[src/rtl/adder_chk_cmp.sv]
// Registered compare stage: captures an accepted tuple, computes the full
// WIDTH+1-bit reference sum and flags a mismatch one cycle later.
// With ADDER_CHK_FIRST_ERR_EN the captured operands and values are also exported.
module adder_chk_cmp #(
   parameter int unsigned WIDTH = 32
) (
   input  logic             clk,
   input  logic             rst_n,
   input  logic             load_i,
   input  logic [WIDTH-1:0] a_i,
   input  logic [WIDTH-1:0] b_i,
   input  logic             cin_i,
   input  logic [WIDTH-1:0] sum_i,
   input  logic             cout_i,
   output logic             valid_o,
   output logic             mismatch_o
`ifdef ADDER_CHK_FIRST_ERR_EN
   ,
   output logic [WIDTH-1:0] a_o,
   output logic [WIDTH-1:0] b_o,
   output logic             cin_o,
   output logic [WIDTH:0]   exp_o,
   output logic [WIDTH:0]   got_o
`endif
);

   logic [WIDTH:0] exp_s;
   logic [WIDTH:0] got_s;
   logic           valid_q;
   logic           mismatch_q;

   // Reference carry is kept: operands are zero-extended before the add.
   assign exp_s = {1'b0, a_i} + {1'b0, b_i} + {{WIDTH{1'b0}}, cin_i};
   assign got_s = {cout_i, sum_i};

   // Stage occupancy and compare result for the tuple accepted this cycle.
   always_ff @(posedge clk or negedge rst_n) begin
      if (!rst_n) begin
         valid_q    <= 1'b0;
         mismatch_q <= 1'b0;
      end else begin
         valid_q <= load_i;
         if (load_i) begin
            mismatch_q <= (exp_s != got_s);
         end
      end
   end

   assign valid_o    = valid_q;
   assign mismatch_o = mismatch_q;

`ifdef ADDER_CHK_FIRST_ERR_EN
   logic [WIDTH-1:0] a_q;
   logic [WIDTH-1:0] b_q;
   logic             cin_q;
   logic [WIDTH:0]   exp_q;
   logic [WIDTH:0]   got_q;

   // Keep the captured tuple so the top can record the first failing vector.
   always_ff @(posedge clk or negedge rst_n) begin
      if (!rst_n) begin
         a_q   <= {WIDTH{1'b0}};
         b_q   <= {WIDTH{1'b0}};
         cin_q <= 1'b0;
         exp_q <= {(WIDTH+1){1'b0}};
         got_q <= {(WIDTH+1){1'b0}};
      end else if (load_i) begin
         a_q   <= a_i;
         b_q   <= b_i;
         cin_q <= cin_i;
         exp_q <= exp_s;
         got_q <= got_s;
      end
   end

   assign a_o   = a_q;
   assign b_o   = b_q;
   assign cin_o = cin_q;
   assign exp_o = exp_q;
   assign got_o = got_q;
`endif

endmodule

[config.mk]
export PLATFORM = sky130hd
export DESIGN_NAME = adder_chk_cmp
export DESIGN_NICKNAME = d
export VERILOG_FILES = /design/src/rtl/adder_chk_cmp.sv
export SDC_FILE = /design/constraint.sdc
export NUM_CORES = 1
export LEC_CHECK = 0
export CORE_ASPECT_RATIO = 0.7
export CORE_MARGIN = 2
export CORE_UTILIZATION = 49
export CTS_BUF_LIST = sky130_fd_sc_hd__clkbuf_8
export CTS_CLUSTER_DIAMETER = 200
export CTS_CLUSTER_SIZE = 8
export DETAILED_ROUTE_END_ITERATION = 8
export PLACE_DENSITY_LB_ADDON = 0.08
export SLEW_MARGIN = 20
export SYNTH_ARGS = -nofsm -noshare
export SYNTH_HDL_FRONTEND = slang
export SYNTH_SLANG_ARGS = --single-unit
[constraint.sdc]
create_clock -name clk -period 1.22 [get_ports clk]
set_input_delay 0.366 -clock clk [delete_from_list [all_inputs] [get_ports clk]]
set_output_delay 0.366 -clock clk [all_outputs]
set_load 0.1 [all_outputs]
==> results.sh <==
export IMPL_finClkSkew_ns=0
export IMPL_cp_depth=11
export IMPL_synthToLayoutAreaGrowth_pct=88.37
export IMPL_total_power_mw=3.572
export IMPL_grt_start_max_net_pins=8
export IMPL_async_reset_ff_share_pct=100.0
export IMPL_crit_arrival_ns=3.95
export IMPL_cp_slowest_cell="clkdlybuf4s50_1"
export IMPL_critPathMaxStageDelay_ns=0.59
export IMPL_crit_path_start_kind="input pin"
export IMPL_numCtsBuffers=3
export IMPL_start_util_pct=49.95
export IMPL_ant_nets=0
export IMPL_cts_sinks=2
export IMPL_hp_class="input pin to async pin"
export IMPL_tightest_slew_ns=0.9666
export IMPL_cp_cell_sequence="clkdlybuf4s50_1 > ha_2 > xor2_2 > a211oi_1 > a31o_1 > nor4_2 > o2111ai_1 > nor4bb_2 > nand4_1 > nor4_4 > a31oi_1"
export IMPL_clk_latency_ns=0.25
export IMPL_die_area_um2=5852
export IMPL_drc=182
export IMPL_placed_area_um2=4501
export IMPL_yosys_area_top_type="ha_1"
export IMPL_outcome="finished with violations"
export IMPL_max_slew_margin_rel_pct=35.01
export IMPL_yosysWarnings=0
export IMPL_required_ns=1.34
export IMPL_met2_wirelength_mm=7.065
export IMPL_vias=4636
export IMPL_grt_ovfl_total=0
export IMPL_viasPerCell=7.210
export IMPL_grt_pass1_wl_mm=19.94
export IMPL_maxSlewViolCount=0
export IMPL_final_cell_area_um2=4843
export IMPL_synth_nets=490
export IMPL_wl_met1_mm=5.366
export IMPL_finalHoldViolCount=0
export IMPL_worstSetupEndpointType="register"
export IMPL_fp_dieW_um=90.58
export IMPL_hpwl_mm=9.662
export IMPL_ir_drop_uv=413.7
export IMPL_routed_top_layer="met5"
export IMPL_drt_pass1_iterations=9
export IMPL_first_global_vias=4151
export IMPL_fin_crit_ns=3.823
export IMPL_rows=22
export IMPL_synth_cell_type_count=67
export IMPL_met3_length_mm=2.474
export IMPL_yosys_most_used_dff="dfrtp_1"
export IMPL_leakagePower_nw=1.986
export IMPL_synth_area_leaders="ha_1 15%, xnor2_1 10%, a21oi_1 5.5%"
export IMPL_place_gp_congestion=0.9396
export IMPL_fin_nets=706
export IMPL_clockBufferDepth=2
export IMPL_num_antenna_cells=0
export IMPL_clk_pin_slew_ns=0.06
export IMPL_cts_max_level=1
export IMPL_wl_per_cell_um=26.24
export IMPL_antenna_found_initial=3
export IMPL_startpoint="b_i[28]"
export IMPL_io_buffers=102
export IMPL_holdBufCountCts=0
export IMPL_ys_seq_elements=2
export IMPL_synth_edf_count=0
export IMPL_multi_input_area_um2=2674
export IMPL_p_per_area_nw_per_um2=737.5
export IMPL_max_freq_mhz=261.6
export IMPL_syn_area_per_cell_um2=7.223
export IMPL_r2r_cells=2
export IMPL_drt_iter0_markers=1151
export IMPL_synth_area_um2=2571
export IMPL_ios=103
export IMPL_critPathKind="input pin to register"
export IMPL_drv_cap=0
export IMPL_fin_ws_ns=-2.603
export IMPL_synth_top_area_share_pct=15.09
export IMPL_nFillCells=168
export IMPL_ys_seq_area_share_pct=1.946
export IMPL_setup_viol=2
export IMPL_drive_gt1_share_pct=33.63
export IMPL_violations="design-rule violations, negative setup slack"
export IMPL_postSynthCellCount=356
export IMPL_cts_root_buf="clkbuf_8"
export IMPL_cp_max_fo=4
export IMPL_fin_crit_sh_pct=313.3
export IMPL_groute_usage_overall_pct=42.37
export IMPL_crit_buf_inv=1
export IMPL_reg2reg_from="mismatch_o"
export IMPL_rsz0062_at_grt="true"
export IMPL_path_delay_family="simple AND/OR/NAND/NOR gates"
export IMPL_tritoncts="built"
export IMPL_seq_area_um2=51.30
export IMPL_detail_route_wirelength_mm=16.87
export IMPL_die_h_um=64.61
export IMPL_core_area_um2=5147
-- power by group --
part           switching (mW)  internal [mW]
Clock                   0.143          0.220
Combinational            1.67           1.47
Sequential            0.00225         0.0685
-- synthesized netlist by cell type, types with 4 or more instances --
library cell / count
xnor2_1: 30
a21oi_1: 28
nor3_1: 12
a31oi_1: 6
xor2_1: 14
inv_1: 6
nand3_1: 8
a211oi_1: 7
nor2b_1: 4
nand2_1: 37
buf_2: 9
nand4_1: 17
o211ai_1: 6
nor2_1: 23
o21ai_1: 13
o21a_1: 6
o21ai_0: 9
a21oi_2: 4
ha_1: 31
mux2i_1: 4
-- repair_timing --
item | CTS | global route
gates resized for setup | 20 | 41
endpoints found under the setup margin | 1 | 1
setup buffers | 3 | 5
pin swaps | 15 | 16
-- path summary, 6_finish.rpt --
| check | slack [ns] | end |
|---|---|---|
| min in group clk | 0.77 | mismatch_o |
| hold reg to reg | 0.77 | mismatch_o |
| setup reg to reg | 0.36 | mismatch_o |
| max in group asynchronous | 0.69 | valid_o |
| hold / removal | 0.31 | mismatch_o |
| setup / recovery | -2.60 | mismatch_o |
-- cell type report --
cell class              instances  share of cell area (%)
clock inverters                 1                 0.07750
well taps                      72                   1.860
multi-input cells             333                   55.21
repair buffers                226                   40.48
clock buffers                   3                  0.8525
flip-flops and latches          2                   1.059
inverters                       6                  0.4650
-- flip-flops by register name, indices dropped and copies added (netlist names) --
name and flops:
valid_o 1, mismatch_o 1
-- metrics by stage --
stage / std cells / hold slack (ns) / util [%] / worst slack, ns / TNS [ns]
2_1_floorplan: 356 / 0.07041 / - / -1.624 / -1.668
3_3_place_gp: 631 / 0.5382 / 87.43 / -2.311 / -2.311
3_5_place_dp: 631 / 0.5502 / 87.43 / -2.414 / -2.414
4_1_cts: 638 / 0.3234 / 89.21 / -1.933 / -1.933
5_1_grt: 643 / 0.3236 / 94.09 / -2.698 / -2.709
6_report: 643 / 0.3098 / 94.09 / -2.603 / -2.643
-- kinds of logic (layout without fill, tap and decap cells) --
| logic type | after synthesis | in the layout | share of synthesized area [%] |
|---|---|---|---|
| adders and majority gates | 33 | 33 | 16.64 |
| buffers and inverters | 21 | 236 | 4.087 |
| DFF | 2 | 2 | 1.947 |
| and+or+nand+nor | 129 | 129 | 25.74 |
| muxes | 6 | 6 | 2.579 |
| xor gates and xnor gates | 45 | 45 | 15.62 |
| AOI/OAI and AO/OA | 120 | 120 | 33.38 |
-- metal layers --
metal,track usage (%),vias to the layer above
li1,-,1793
met1,47.59,2023
met2,74.72,571
met3,10.58,245
met4,22.69,4
met5,0,-
-- layout by cell type, fill, tap and decap left out, drive strengths merged, types with 4 or more instances in the layout --
cell type,Yosys,final
inv,6,7
buf,12,129
nor2,23,23
a211oi,10,10
a31oi,6,6
nand2,39,39
nand3,8,8
a21oi,33,33
nor4,5,5
nor2b,4,4
nor3,12,12
xor2,15,15
nand4,17,17
o21ai,24,24
o211ai,7,7
xnor2,30,30
mux2i,4,4
clkdlybuf4s50,0,95
o21a,7,7
ha,31,31
Power figures use the tool's default switching activity.
